## src/rtl/decode_control.sv

```systemverilog
// Two-phase FETCH/EXECUTE sequencer for the 4-bit accumulator datapath.
// Decodes the fetched opcode and flags into datapath strobes.
module decode_control (
  input  logic       clk,
  input  logic       reset,
  input  logic       enable,
  input  logic [3:0] instr,
  input  logic       c_flag,
  input  logic       z_flag,
  output logic       phase,
  output logic       en_pc,
  output logic       load_pc,
  output logic       en_fetch,
  output logic       en_accu,
  output logic       en_flags,
  output logic       en_out,
  output logic       we_ram,
  output logic       oe_ram,
  output logic       oe_in,
  output logic       oe_oprnd,
  output logic       oe_alu,
  output logic [2:0] alu_sel
);
  typedef enum logic {FETCH = 1'b0, EXECUTE = 1'b1} phase_e;

  typedef struct packed {
    logic       en_pc;
    logic       load_pc;
    logic       en_fetch;
    logic       en_accu;
    logic       en_flags;
    logic       en_out;
    logic       we_ram;
    logic       oe_ram;
    logic       oe_in;
    logic       oe_oprnd;
    logic       oe_alu;
    logic [2:0] alu_sel;
  } strobe_t;

  localparam logic [2:0] ALU_B    = 3'b001;
  localparam logic [2:0] ALU_SUB  = 3'b010;
  localparam logic [2:0] ALU_ADD  = 3'b011;
  localparam logic [2:0] ALU_NAND = 3'b100;

  phase_e  phase_q, phase_d;
  strobe_t dec, st;
  logic    is_jump, take;

  always_comb begin
    phase_d = phase_q;
    if (enable) phase_d = (phase_q == FETCH) ? EXECUTE : FETCH;
  end

  always_ff @(posedge clk or negedge reset) begin
    if (!reset) phase_q <= FETCH;
    else        phase_q <= phase_d;
  end

  // EXECUTE decode; two-byte ops that don't jump step the PC past the operand byte.
  always_comb begin
    dec     = '0;
    is_jump = 1'b0;
    take    = 1'b0;
    case (instr)
      4'h0: begin is_jump = 1'b1; take = c_flag;  end
      4'h1: begin is_jump = 1'b1; take = !c_flag; end
      4'h2: begin dec.oe_oprnd = 1'b1; dec.alu_sel = ALU_SUB; dec.en_flags = 1'b1; end
      4'h3: begin dec.oe_ram = 1'b1; dec.alu_sel = ALU_SUB; dec.en_flags = 1'b1; dec.en_pc = 1'b1; end
      4'h4: begin dec.oe_oprnd = 1'b1; dec.alu_sel = ALU_B; dec.en_accu = 1'b1; end
      4'h5: begin dec.oe_in = 1'b1; dec.alu_sel = ALU_B; dec.en_accu = 1'b1; end
      4'h6: begin dec.oe_ram = 1'b1; dec.alu_sel = ALU_B; dec.en_accu = 1'b1; dec.en_pc = 1'b1; end
      4'h7: begin dec.oe_alu = 1'b1; dec.we_ram = 1'b1; dec.en_pc = 1'b1; end
      4'h8: begin is_jump = 1'b1; take = z_flag;  end
      4'h9: begin is_jump = 1'b1; take = !z_flag; end
      4'hA: begin dec.oe_oprnd = 1'b1; dec.alu_sel = ALU_ADD; dec.en_accu = 1'b1; dec.en_flags = 1'b1; end
      4'hB: begin
        dec.oe_ram = 1'b1; dec.alu_sel = ALU_ADD; dec.en_accu = 1'b1;
        dec.en_flags = 1'b1; dec.en_pc = 1'b1;
      end
      4'hC: begin is_jump = 1'b1; take = 1'b1; end
      4'hD: begin dec.oe_alu = 1'b1; dec.en_out = 1'b1; end
      4'hE: begin dec.oe_oprnd = 1'b1; dec.alu_sel = ALU_NAND; dec.en_accu = 1'b1; dec.en_flags = 1'b1; end
      default: begin
        dec.oe_ram = 1'b1; dec.alu_sel = ALU_NAND; dec.en_accu = 1'b1;
        dec.en_flags = 1'b1; dec.en_pc = 1'b1;
      end
    endcase
    if (is_jump) begin
      dec.load_pc = take;
      dec.en_pc   = !take;
    end
  end

  // Reset and stall gate the strobes combinationally so nothing glitches high.
  always_comb begin
    st = '0;
    if (reset && enable) begin
      if (phase_q == FETCH) begin
        st.en_fetch = 1'b1;
        st.en_pc    = 1'b1;
      end else begin
        st = dec;
      end
    end
  end

  assign phase    = phase_q;
  assign en_pc    = st.en_pc;
  assign load_pc  = st.load_pc;
  assign en_fetch = st.en_fetch;
  assign en_accu  = st.en_accu;
  assign en_flags = st.en_flags;
  assign en_out   = st.en_out;
  assign we_ram   = st.we_ram;
  assign oe_ram   = st.oe_ram;
  assign oe_in    = st.oe_in;
  assign oe_oprnd = st.oe_oprnd;
  assign oe_alu   = st.oe_alu;
  assign alu_sel  = st.alu_sel;
endmodule

```

## config.mk

```make
export PLATFORM = sky130hd
export DESIGN_NAME = decode_control
export DESIGN_NICKNAME = d
export VERILOG_FILES = /design/src/rtl/decode_control.sv
export SDC_FILE = /design/constraint.sdc
export NUM_CORES = 1
export LEC_CHECK = 0
export CORE_AREA = 2 2 39 41
export CTS_BUF_LIST = sky130_fd_sc_hd__clkbuf_8
export CTS_CLUSTER_SIZE = 40
export DETAILED_ROUTE_END_ITERATION = 8
export DIE_AREA = 0 0 41 43
export PLACE_DENSITY_LB_ADDON = 0.12
export SETUP_SLACK_MARGIN = 0.15
export SYNTH_ARGS = -nofsm -noshare
export SYNTH_HDL_FRONTEND = slang
export SYNTH_SLANG_ARGS = --single-unit
```

## constraint.sdc

```tcl
create_clock -name clk -period 2.1 [get_ports clk]
set_input_delay 0.525 -clock clk [delete_from_list [all_inputs] [get_ports clk]]
set_output_delay 0.525 -clock clk [all_outputs]
set_load 0.1 [all_outputs]
```

# --- Word level (Yosys, flattened, before mapping) ---
# Cells that the tools add are included.
totals:
  in_bits: 9
  register_bits: 1
op_classes:
  eq_ne: 14
  muxes: 18
  reduce_logical: 16
op_table:
  columns: ["cell", "n"]
  rows:
  - ["equality test 4 bit, second input constant", 7]
  - ["equality test 4 x 3 -> 1 bit, second input constant", 4]
  - ["two-way mux 14 bit", 1]
  - ["two-way mux 1 bit", 13]
  - ["case mux 3 bit (4 select lines)", 1]
  - ["OR reduction 12 bit", 1]
  - ["two-way mux 11 bit", 1]
  - ["OR reduction 11 bit", 1]
  - ["OR reduction 10 bit", 1]
  - ["OR reduction 9 bit", 1]
  - ["equality test 4 x 2 -> 1 bit, second input constant", 2]
  - ["OR reduction 7 bit", 1]
  - ["OR reduction 2 bit", 3]
  - ["case mux 1 bit (5 select lines)", 1]
  - ["OR reduction 5 bit", 1]
  - ["equality test 4 x 1 -> 1 bit, second input constant", 1]
  - ["logical NOT 4 bit", 1]
  - ["OR reduction 4 bit", 1]
  - ["logical NOT 1 bit", 3]
  - ["OR reduction 3 bit", 1]
  - ["two-way mux 2 bit", 1]
  - ["logical AND 1 bit", 1]

# --- Depth between registers and ports, before layout ---
depth:
  word_depth: 6
  mapped_depth: 4
  mapped_depth_nobuf: 3

# --- Worst setup path before layout ---
# No wires, ideal clock.
synth_timing:
  path_type: "reg2out"
  startpoint: "register phase_q (netlist: phase)"
  endpoint: "output oe_in"
  required_ns: 1.575
  path_slack_ns: -2.715
  arrival_ns: 4.290
  stages_incl_launch_ff: 3
  cell_sequence: "dfrtp_1 nand3_1 nor4_1"
synth_between:
  elab_chain_cells: 2
synth_rtl:
  columns: ["item", "line_no", "source"]
  rows:
  - ["from (decl)", "46", "phase_e phase_q, phase_d;"]
  - ["from (signal assigned)", "57", "else phase_q <= phase_d;"]
  - ["two-way mux 11 bit", "99", "if (phase_q == FETCH) begin"]
  - ["two-way mux 14 bit", "98", "if (reset && enable) begin"]
  - ["to (decl)", "19", "output logic oe_in,"]
# No other way between the ends.

# --- Worst setup path after layout ---
layout_timing:
  startpoint: "input instr[0]"
  endpoint: "output load_pc"
layout_between:
  elab_chain_cells: 6
  elab_cells_between_ends: 11
  classes_between: "eq/ne (4); mux (5); reduce/logical (2)"
layout_rtl:
  columns: ["item", "line_no", "source"]
  rows:
  - ["from (decl)", "7", "input logic [3:0] instr,"]
  - ["equality test 4 bit, or another cell as far along", "65", "case (instr)"]
  - ["OR reduction 5 bit (no line)", null, null]
  - ["two-way mux 1 bit", "65", null]
  - ["two-way mux 2 bit (*)", "89", "if (is_jump) begin"]
  - ["two-way mux 1 bit (*)", "99", null]
  - ["two-way mux 14 bit (*)", "98", null]
  - ["to (decl)", "12", "output logic load_pc,"]
# Every way passes the cells marked *; elsewhere a longest branch is shown, timed or not.

==> flow_summary.json <==
{
  "synth-seq-cells": 1,
  "crit_path_max_fanout": 2,
  "cpPeakStageDelay_ns": 0.54,
  "diodes": 0,
  "total_power_uw": 550,
  "synthCells": 43,
  "wl_per_cell_um": 11.8,
  "synth_area_per_cell_sq_um": 6.93,
  "postCtsHoldBufs": 0,
  "grt_usage": 0.154,
  "worstPathArrival_ns": 1.65,
  "p_int_uw": 228,
  "reg2reg_slack_ns": 1.26,
  "die_h_um": 43,
  "drt_iter0_drc": 2,
  "final-setup-viol-count": 1,
  "seqPwrFrac": 0.137,
  "slew_headroom": 0.811,
  "ys.warnings.count": 0,
  "antenna_left": 0,
  "synth.distinct_cells": 24,
  "finalHoldViolCount": 0,
  "yosysSeqAreaShare": 0.0840,
  "row_count": 14,
  "fin_cells": 95,
  "grt_pass1_wl_um": 1970,
  "whs_ns": 0.464,
  "drive_above_1_share": 0.861,
  "leakagePower_uw": 0.000418,
  "vias": 446,
  "worst_slack_ns": -0.0718,
  "grt_antenna_before_repair": 0,
  "fin_crit_sh": 1.03,
  "grt_overflow_total": 0,
  "viasPerCell": 4.69,
  "ir_drop_mv": 0.443,
  "synth_area_sq_um": 298,
  "crit_slowest_cell": "or4b_4",
  "die_w_um": 41,
  "crit_type": "input port to output port",
  "fin_util": 0.777,
  "violations": "setup timing",
  "clock.fmax_ghz": 0.460,
  "power_frac_comb": 0.863,
  "finalSetupTns_ns": -0.0718,
  "fin_crit_ns": 2.17,
  "cp-start-kind": "input port",
  "largest_reg_flops": 1,
  "core_sq_mm": 0.00138,
  "grt_start_max_net_pins": 9,
  "worstRegToRegCells": 1,
  "gp_congestion": 0.698,
  "power.switching_uw": 323,
  "io_pins": 24,
  "portBuffers": 23,
  "hold_class": "input port to asynchronous set/reset pin",
  "worst_slew_pin_slew_ns": 0.282,
  "cap_viol_max_count": 0,
  "powerDensity_mw_per_mm2": 512,
  "finClkSkew_ns": 0,
  "required_ns": 1.57,
  "rsz0062_at_grt": "yes",
  "initial_utilization": 0.215,
  "die_area_sq_mm": 0.00176,
  "status": "finished, violations left",
  "path_cells": "buf_8 -> or4b_4 -> a311oi_4 -> buf_12",
  "syn_to_final_growth_pct": 261,
  "clk_latency_ns": 0,
  "dp_hpwl_um": 922,
  "end_kind": "output port",
  "drt_wl_total_um": 1120,
  "clock_power_share": 0,
  "grt_pass1_vias": 446,
  "synth_nets": 52,
  "power.share.switching": 0.587,
  "nets": 90,
  "path_clk_slew_ns": 0,
  "dp_cells": 93,
  "drcViolationCount": 0,
  "firstDrtPassIters": 2,
  "finalMaxSlewViolations": 0
}
## cells in the final DEF, fill, tap and decap left out, types with 2 or more instances in the layout
master / n
nor2_4: 4
buf_8: 2
nand2_1: 3
and2b_2: 2
nand2_2: 2
buf_6: 6
buf_12: 18
a21oi_4: 2
buf_2: 4
buf_4: 10
nor3_4: 5
## metrics by stage
step           setup WS (ns)  area (sq um)
4_1_cts               -0.155          1060
3_3_place_gp          -0.526           971
5_1_grt              -0.0962          1070
3_5_place_dp          -0.532           971
6_report             -0.0718          1070
2_1_floorplan         -0.506           505
## kinds of logic (layout without fill, tap and decap cells)
group                     after synthesis  count (layout)  share of synthesized area
DFF                                     1               1                     0.0840
xor gates and xnor gates                4               4                      0.118
and+or+nand+nor                        25              25                      0.429
AOI/OAI and AO/OA                       6               6                      0.126
buffers and inverters                   5              41                      0.172
muxes                                   2               2                     0.0714
## critical path: cells and delay by family
kind            cells  cell delay [ns]
compound gates      1             0.27
simple gates        1             0.54
buf+inv             2             0.32
## layer usage
metal,GRT usage,part of all wire,vias to the layer above
met5,0,0,-
met4,0,0,0
met3,0,0.029,0
met2,0.263,0.57,12
met1,0.224,0.40,209
li1,-,-,225
## timing repair
item                       CTS  global route
hold endpoints to repair     0             0
setup endpoints to repair   14             9
pin swaps                   10             3
buffers inserted             2             0
gates resized for setup     51             6
## worst paths after layout
check,startpoint,endpoint
worst min register to register,phase$_DFFE_PN0P_,phase$_DFFE_PN0P_
worst max-delay path,instr[0],load_pc
max in group asynchronous,reset,phase$_DFFE_PN0P_
min in group clk,phase$_DFFE_PN0P_,phase$_DFFE_PN0P_
worst min-delay path,reset,phase$_DFFE_PN0P_
worst max register to register,phase$_DFFE_PN0P_,phase$_DFFE_PN0P_
## cell usage after synthesis, drive strengths merged
library cell,number,area share
o211ai,1,0.025
a31oi,1,0.021
inv,1,0.013
or2,1,0.021
clkbuf,1,0.046
nand2b,1,0.021
and2b,2,0.055
or4b,1,0.034
a21oi,2,0.034
mux2i,1,0.034
nand3,2,0.034
o21ai,1,0.017
nand2,6,0.076
a311oi,1,0.029
buf,3,0.11
xnor2,3,0.088
mux2,1,0.038
xor2,1,0.029
dfrtp,1,0.084
nor3,5,0.084
nor2,5,0.063
nand4,1,0.021
nor4,1,0.021
## cell type report
cell class | instances | area (sq um)
Fill cell | 84 | 309
Inverter | 1 | 3.75
Multi-Input combinational cell | 37 | 469
Sequential cell | 1 | 28.8
Tap cell | 16 | 20.0
Timing Repair Buffer | 40 | 553
## power groups by stage
stage | combinational (uW) | sequential, uW | clock (uW)
final | 475 | 75.2 | 0
after global placement | 439 | 74.1 | 0
after global routing | 491 | 76.5 | 0
after CTS | 474 | 75.3 | 0
after floorplan | 214 | 139 | 0
after detailed placement | 442 | 75.2 | 0
No activity file was read; power rests on OpenSTA's default activity.
